--- config.mk ---
export PLATFORM = sky130hd
export DESIGN_NAME = alu_sequencer
export DESIGN_NICKNAME = d
export VERILOG_FILES = /design/src/rtl/alu_seq_pkg.sv /design/src/rtl/alu_seq_decode.sv /design/src/rtl/alu_sequencer.sv
export SDC_FILE = /design/constraint.sdc
export NUM_CORES = 1
export LEC_CHECK = 0
export ABC_CLOCK_PERIOD_IN_PS = 2700
export CORE_MARGIN = 1.5
export CORE_UTILIZATION = 43
export DETAILED_ROUTE_END_ITERATION = 8
export MAX_ROUTING_LAYER = met4
export PLACE_DENSITY = 0.81
export SETUP_SLACK_MARGIN = 0.02
export SLEW_MARGIN = 20
export SYNTH_ARGS = -nofsm -noshare
export SYNTH_HDL_FRONTEND = slang
export SYNTH_SLANG_ARGS = --single-unit
--- constraint.sdc ---
create_clock -name clk -period 2.7 [get_ports clk]
set_input_delay 0.81 -clock clk [delete_from_list [all_inputs] [get_ports clk]]
set_output_delay 0.81 -clock clk [all_outputs]
set_load 0.01 [all_outputs]
--- src/rtl/alu_seq_pkg.sv ---
// Shared definitions for the ALU sequencer: opcodes, FSM states and
// instruction field positions.
package alu_seq_pkg;

   typedef enum logic [3:0] {
      OP_ADD  = 4'h0,
      OP_SUB  = 4'h1,
      OP_MUL  = 4'h2,
      OP_ORR  = 4'h3,
      OP_AND  = 4'h4,
      OP_EOR  = 4'h5,
      OP_LSL  = 4'h6,
      OP_LSR  = 4'h7,
      OP_ROR  = 4'h8,
      OP_MOV  = 4'h9,
      OP_LDR  = 4'hA,
      OP_CMP  = 4'hB,
      OP_NOP  = 4'hC,
      OP_B    = 4'hD,
      OP_BEQ  = 4'hE,
      OP_HALT = 4'hF
   } opcode_e;

   typedef enum logic [2:0] {
      ST_IDLE,
      ST_FETCH,
      ST_DECODE,
      ST_EXECUTE,
      ST_WRITEBACK,
      ST_HALTED
   } state_e;

   localparam int unsigned OPC_MSB = 31;
   localparam int unsigned OPC_LSB = 28;
   localparam int unsigned S_BIT   = 27;
   localparam int unsigned RD_MSB  = 26;
   localparam int unsigned RD_LSB  = 23;
   localparam int unsigned RN_MSB  = 22;
   localparam int unsigned RN_LSB  = 19;
   localparam int unsigned RM_MSB  = 18;
   localparam int unsigned RM_LSB  = 15;
   localparam int unsigned IMM_MSB = 14;
   localparam int unsigned IMM_LSB = 0;

   // Bit index of Z within the NZCV nibble
   localparam int unsigned FLAG_Z  = 2;

endpackage

--- src/rtl/alu_seq_decode.sv ---
// Combinational opcode classifier for the ALU sequencer.
module alu_seq_decode
   import alu_seq_pkg::*;
(
   input  logic [3:0] opcode,
   input  logic       s_bit,
   output logic       writes_reg,
   output logic       sets_flags,
   output logic       is_branch,
   output logic       is_cond,
   output logic       is_halt
);

   always_comb begin
      writes_reg = (opcode <= OP_LDR);
      // Data ops only update flags when S is set; CMP always does
      sets_flags = (s_bit && (opcode <= OP_MOV)) || (opcode == OP_CMP);
      is_branch  = (opcode == OP_B) || (opcode == OP_BEQ);
      is_cond    = (opcode == OP_BEQ);
      is_halt    = (opcode == OP_HALT);
   end

endmodule

--- src/rtl/alu_sequencer.sv ---
// Four-phase instruction sequencer (fetch/decode/execute/writeback) that
// drives an external ALU, flag generator and register file.
module alu_sequencer
   import alu_seq_pkg::*;
#(
   parameter int unsigned PC_WIDTH   = 8,
   parameter int unsigned DATA_WIDTH = 32
) (
   input  logic                  clk,
   input  logic                  reset,
   input  logic                  start,
   input  logic [DATA_WIDTH-1:0] instr_data,
   input  logic [3:0]            alu_flags,
   output logic [PC_WIDTH-1:0]   pc,
   output logic                  mem_rd,
   output logic [3:0]            alu_opcode,
   output logic [3:0]            rd_addr,
   output logic [3:0]            rn_addr,
   output logic [3:0]            rm_addr,
   output logic [DATA_WIDTH-1:0] imm,
   output logic                  wr_en,
   output logic [3:0]            flags,
   output logic                  busy,
   output logic                  halted
);

   state_e                  state_q, state_d;
   logic [PC_WIDTH-1:0]     pc_q, pc_d;
   logic [3:0]              flags_q, flags_d;
   logic [DATA_WIDTH-1:0]   ir_q, ir_d;

   logic [3:0]              dec_opcode;
   logic                    dec_s_bit;
   logic                    writes_reg, sets_flags, is_branch, is_cond, is_halt;
   logic                    exec_phase;
   logic [PC_WIDTH-1:0]     branch_target;

   // In DECODE the word is still on instr_data; afterwards it lives in ir_q
   always_comb begin
      if (state_q == ST_DECODE) begin
         dec_opcode = instr_data[OPC_MSB:OPC_LSB];
         dec_s_bit  = instr_data[S_BIT];
      end else begin
         dec_opcode = ir_q[OPC_MSB:OPC_LSB];
         dec_s_bit  = ir_q[S_BIT];
      end
   end

   alu_seq_decode u_decode (
      .opcode     (dec_opcode),
      .s_bit      (dec_s_bit),
      .writes_reg (writes_reg),
      .sets_flags (sets_flags),
      .is_branch  (is_branch),
      .is_cond    (is_cond),
      .is_halt    (is_halt)
   );

   assign branch_target = PC_WIDTH'(ir_q[IMM_MSB:IMM_LSB]);

   always_comb begin
      state_d = state_q;
      pc_d    = pc_q;
      flags_d = flags_q;
      ir_d    = ir_q;
      case (state_q)
         ST_IDLE: begin
            if (start) begin
               state_d = ST_FETCH;
               pc_d    = '0;
            end
         end
         ST_FETCH: begin
            state_d = ST_DECODE;
         end
         ST_DECODE: begin
            ir_d    = instr_data;
            state_d = is_halt ? ST_HALTED : ST_EXECUTE;
         end
         ST_EXECUTE: begin
            state_d = ST_WRITEBACK;
         end
         ST_WRITEBACK: begin
            state_d = ST_FETCH;
            if (sets_flags) begin
               flags_d = alu_flags;
            end
            // BEQ tests Z as it stood before this writeback's flag load
            if (is_branch && (!is_cond || flags_q[FLAG_Z])) begin
               pc_d = branch_target;
            end else begin
               pc_d = pc_q + PC_WIDTH'(1);
            end
         end
         ST_HALTED: begin
            state_d = ST_HALTED;
         end
         default: begin
            state_d = ST_IDLE;
         end
      endcase
   end

   always_ff @(posedge clk) begin
      if (reset) begin
         state_q <= ST_IDLE;
         pc_q    <= '0;
         flags_q <= '0;
         ir_q    <= '0;
      end else begin
         state_q <= state_d;
         pc_q    <= pc_d;
         flags_q <= flags_d;
         ir_q    <= ir_d;
      end
   end

   assign exec_phase = (state_q == ST_EXECUTE) || (state_q == ST_WRITEBACK);

   always_comb begin
      pc         = pc_q;
      flags      = flags_q;
      mem_rd     = (state_q == ST_FETCH);
      wr_en      = (state_q == ST_WRITEBACK) && writes_reg;
      busy       = (state_q == ST_FETCH) || (state_q == ST_DECODE) || exec_phase;
      halted     = (state_q == ST_HALTED);
      alu_opcode = '0;
      rd_addr    = '0;
      rn_addr    = '0;
      rm_addr    = '0;
      imm        = '0;
      if (exec_phase) begin
         alu_opcode = ir_q[OPC_MSB:OPC_LSB];
         rd_addr    = ir_q[RD_MSB:RD_LSB];
         rn_addr    = ir_q[RN_MSB:RN_LSB];
         rm_addr    = ir_q[RM_MSB:RM_LSB];
         imm        = DATA_WIDTH'(ir_q[IMM_MSB:IMM_LSB]);
      end
   end

endmodule

After elaboration in Yosys (flattened, before gate mapping)
Index checks and enable logic that the tools add are counted.
W data, S select, Z words.
Storage, ports and cells
  output and inout bits: 64
  register bits: 47
  logic and storage cells: 44
Cells by class
  add/sub/neg operators: 1
  magnitude comparators: 2
  reductions and logical operators: 14
  mux-type cells: 13
  eq/ne operators: 10
Operators with widths (number)
  $mux W4: 5
  $pmux W3 S6: 1
  $eq A4 B4 Y1 const B: 4
  $mux W8: 2
  $pmux W8 S2: 1
  $mux W15: 1
  $add A8 B1 Y8 const B: 1
  $le A4 B4 Y1 const B: 2
  $eq A3 B2 Y1 const B: 2
  $eq A3 B3 Y1 const B: 2
  $logic_or A1 B1 Y1: 6
  $mux W3: 2
  $reduce_and A2 Y1: 2
  $eq A3 B1 Y1 const B: 1
  $logic_and A1 B1 Y1: 3
  $logic_not A3 Y1: 1
  $ne A2 B2 Y1 const B: 1
  $reduce_bool A2 Y1: 1
  $logic_not A1 Y1: 1
  $mux W1: 1

Depth between registers and ports, before layout
  word-level depth: 8
  mapped depth: 6
  mapped depth without buffers: 5

Hierarchy
From an unflattened synthesis, not the netlist that was laid out.
Unflattened totals
  cells, all modules: 311
  area total of the unflattened synthesis: 2437.3 um2
By module, submodules not included
  alu_sequencer: cells an instance 299, area an instance 2366.0 um2, seq. area each 940.9 um2, instances 1
  alu_seq_decode: cells an instance 12, area an instance 71.3 um2, seq. area each 0.0 um2, instances 1

Worst setup path after synthesis
OpenSTA, ideal clock, no wires.
  path kind: input -> register
  start point: input port reset
  end point: register pc_q[5], in the netlist pc[5]
  cell stages on the path: 6
  setup time: 0.079 ns
  arrival: 2.044 ns
  slack: 0.577 ns
  buffers on the path: 2
  cell sequence: clkbuf_1 > or4b_1 > clkbuf_1 > nor4_1 > a32oi_1 > o211ai_1
RTL lines
  from (decl): line alu_sequencer.sv:10  | input logic reset,
  to (signal assigned): line alu_sequencer.sv:112  | pc_q <= pc_d;
  to (decl): line alu_sequencer.sv:28  | logic [PC_WIDTH-1:0] pc_q, pc_d;

Worst setup path in the final report
  start point: register state_q[1]
  end point: output port imm[7]
On the way
  word-level cells in the longest chain between the ends: 3
  elaborated cells on any way between the ends: 4
Ends and longest elaborated chain
  from (decl): line alu_sequencer.sv:27  | state_e state_q, state_d;
  from (signal assigned): line alu_sequencer.sv:111  | state_q <= state_d;
  $eq A3 B2 Y1 or $eq A3 B3 Y1 (tied branches): line alu_sequencer.sv:118  | assign exec_phase = (state_q == ST_EXECUTE) || (state_q == ST_WRITEBACK);
  $logic_or A1 B1 Y1 (*): line alu_sequencer.sv:118
  $mux W15 (*): line alu_sequencer.sv:132  | if (exec_phase) begin
  to (decl): line alu_sequencer.sv:20  | output logic [DATA_WIDTH-1:0] imm,
Every way passes the cells marked *; elsewhere a longest branch is shown, timed or not.

==> results.md <==
* Status: finished clean
* Startpoint types: flip-flop
* DR pass1 iterations at 4
* Hold Path Class: reg -> reg
* Worst VDD drop at approximately 260 uV
* Area delta synth->final at 45.2%
* First-pass GRT wire length at around 11 mm
* Sum Neg Setup Slack at 0 ns
* Largest net degree at the start of global routing at 31
* Synth Warn # at 0
* Routed len/inst at about 13 um
* Cells along the critical path: nor2_2, nand2_1, buf_4, a21oi_1, clkdlybuf4s50_1
* Tot GR Track Use at 0.218
* CP arrival at about 1.8 ns
* ANT nets after route at 0
* Slew Viols, Final at 0
* Total power at between 1000 and 1500 uW
* Placed cells at 474
* Vias in the first global route at 2368
* Top cell type's share of synthesized area at 0.390
* Static Leak at approximately 0.0017 uW
* Initial antenna violation count at 0
* Share of cells above drive strength 1 at 0.0732
* Fmax at just under 400 MHz
* Final core utilization at 0.640
* CTS Hold Bufs at 0
* Top Family by Delay on Critical Path: buffers and inverters
* Final HPWL DP at around 4.6 mm
* Clock buffer depth at 2
* Synthesized area per cell at 7.51 um^2
* Worst-path cell with the longest stage delay: clkdlybuf4s50_1
* Synth cell types at 43
* Top_reg_cell synth: dfxtp_1
* CTS H-tree depth at 2
* Fin cells at just under 500
* # clock sinks at 47
* Global route overflow at 0
* CP peak stage delay at between 0.5 and 0.6 ns
* Drt first-iter violations at 113
* Post-Route WL at between 6 and 7 mm
* Placed Area at 3340 um^2
* Clock Root Buffer: clkbuf_8
* Setup bufs post-CTS at 0
* Crit path buffers/inverters at 2
* Clock-pin slew on the worst setup and hold paths at roughly 0.080 ns
* Clk_lat worst skew at 0.29 ns
* # nets final at 449
* Final setup vio count at 0
* CTS buffer count at 5
* Worst-Margin Slew at between 0.6 and 0.7 ns
* Power per cell area at between 300 and 400 nW/um^2
* Die height at 77.9 um
* Vias post-DR at 2450
* Post-synth ARST share at 0
* Vias per cell at about 5.1
* Final Hold Vio Count at 0
* Post-Synthesis Cells at between 300 and 400
* Row count at 27
* Fin area at about 3500 um^2
* Number of synthesized flops with an enable pin at 0
* Synth Cell Area at around 2400 um^2
* Io pins at approximately 100
* Unrepaired setup endpoints after global routing: no
* Critical setup path kind: reg -> out
* Top post-synthesis cells by area: dfxtp_1 (39%), nand2_1 (13%), a21oi_1 (8.7%)
* Routability cong. at between 0.8 and 0.9
* Post-synthesis register bit count at 47
* Core area at roughly 5500 um^2
* Number of max-cap violations at 0
* Port Buffers at 85
* Setup Skew at about 0.0054 ns
* Chip width at around 80 um
* Worst slew margin at 0.592
* DIE AREA at between 6000 and 7000 um^2
* Sequential fraction of the synthesis area at 0.390
* Crit share post-route at 0.957
* Yosys top cell by area: dfxtp_1
* Post-layout minimum cycle time at 2.58 ns
* Element type at the critical path end: output pin
* Initial core utilization at 0.441
* Crit-path max FO at 6
* DRC Markers at 0
* Required @ worst endpoint at 1.89 ns
* CTS tree: yes
* ANT cells at 0
[logic make-up (layout without fill, tap and decap cells)]
group,after synthesis,after routing,share of synthesized area
simple gates,157,157,0.317
compound gates,73,73,0.187
flops,47,47,0.390
buf+inv,41,114,0.0954
fa+ha+maj,1,1,0.00519
other cells,1,17,0.00155
xor+xnor,1,1,0.00363
[cell usage in the layout, fill, tap and decap left out, types with 3 or more instances in the layout]
| cell | n |
|---|---|
| buf_4 | 15 |
| nand2_1 | 80 |
| o2111ai_1 | 3 |
| nand2b_1 | 3 |
| a21oi_1 | 42 |
| o211ai_1 | 8 |
| o21ai_0 | 6 |
| inv_1 | 4 |
| conb_1 | 17 |
| a32oi_1 | 3 |
| clkbuf_8 | 5 |
| nand3_1 | 9 |
| dlygate4sd2_1 | 4 |
| and2_1 | 31 |
| nor2_1 | 10 |
| dlymetal6s2s_1 | 26 |
| clkdlybuf4s50_1 | 55 |
| dfxtp_1 | 45 |
[worst register-to-register path: cells and delay by family, from the launching register on]
kind	cells	cell delay, ns
compound gates	3	0.46
flops	1	0.37
simple gates	1	0.46
buf+inv	3	0.66
[sequential cells by signal (all words and copies together) (netlist names)]
signal,flops
state_q,3
pc,8
ir_q,32
flags,4
[where the power goes]
part	leakage, uW	internal, uW	switching (uW)	total (uW)
clock network	0.0000422	182	226	408
logic	0.00132	112	118	229
registers	0.000382	722	20.7	742
[cell usage after synthesis, types with 2 or more instances]
library cell,instances
nand2_1,81
nor2b_1,2
inv_1,4
nor2_1,11
o2111ai_1,3
buf_4,17
dfxtp_1,47
nor3_1,2
nand2b_1,3
nor4_1,2
o21ai_0,6
nor3b_1,2
o2111a_1,2
nand3_1,9
buf_2,4
a21oi_1,42
and2_1,31
a211oi_1,2
and3b_1,2
o21a_1,2
nand4_1,2
clkbuf_1,15
a32oi_1,3
o211ai_1,8
[layer usage]
layer  wire [um]  track usage
met3         432       0.0518
met5           0            -
met4          48       0.0429
met1        2780        0.260
met2        3150        0.377
[through the flow]
stage | hold WS [ns] | setup slack [ns]
after floorplan | 0.432 | 0.577
after global placement | 0.437 | 0.137
after detailed placement | 0.444 | 0.118
after CTS | 0.455 | 0.0252
after global routing | 0.479 | 0.0525
final | 0.450 | 0.117
[worst paths after layout]
kind	from	end	slack, ns	depth (start not counted)
setup / recovery	state_q[1]$_SDFFE_PP0P_	imm[7]	0.12	5
hold / removal	ir_q[22]$_SDFFE_PP0P_	ir_q[22]$_SDFFE_PP0P_	0.45	2
setup reg to reg	state_q[1]$_SDFFE_PP0P_	pc[0]$_SDFFE_PP0P_	0.64	7
hold reg to reg	ir_q[22]$_SDFFE_PP0P_	ir_q[22]$_SDFFE_PP0P_	0.45	2
[cell type report]
| type | instances | area [um^2] |
|---|---|---|
| clock inverters | 1 | 5.00 |
| inverters | 4 | 15.0 |
| fillers | 520 | 1970 |
| well taps | 72 | 90.1 |
| flip-flops and latches | 47 | 943 |
| clock buffers | 7 | 76.3 |
| repair buffers | 102 | 1050 |
| multi-input cells | 249 | 1320 |
[what timing repair did]
action / 4_1_cts / 5_1_grt
gates resized for setup: 7 / 31
setup endpoints to repair: 30 / 27
pin swaps: 1 / 1
(Power assumes the default switching activity.)
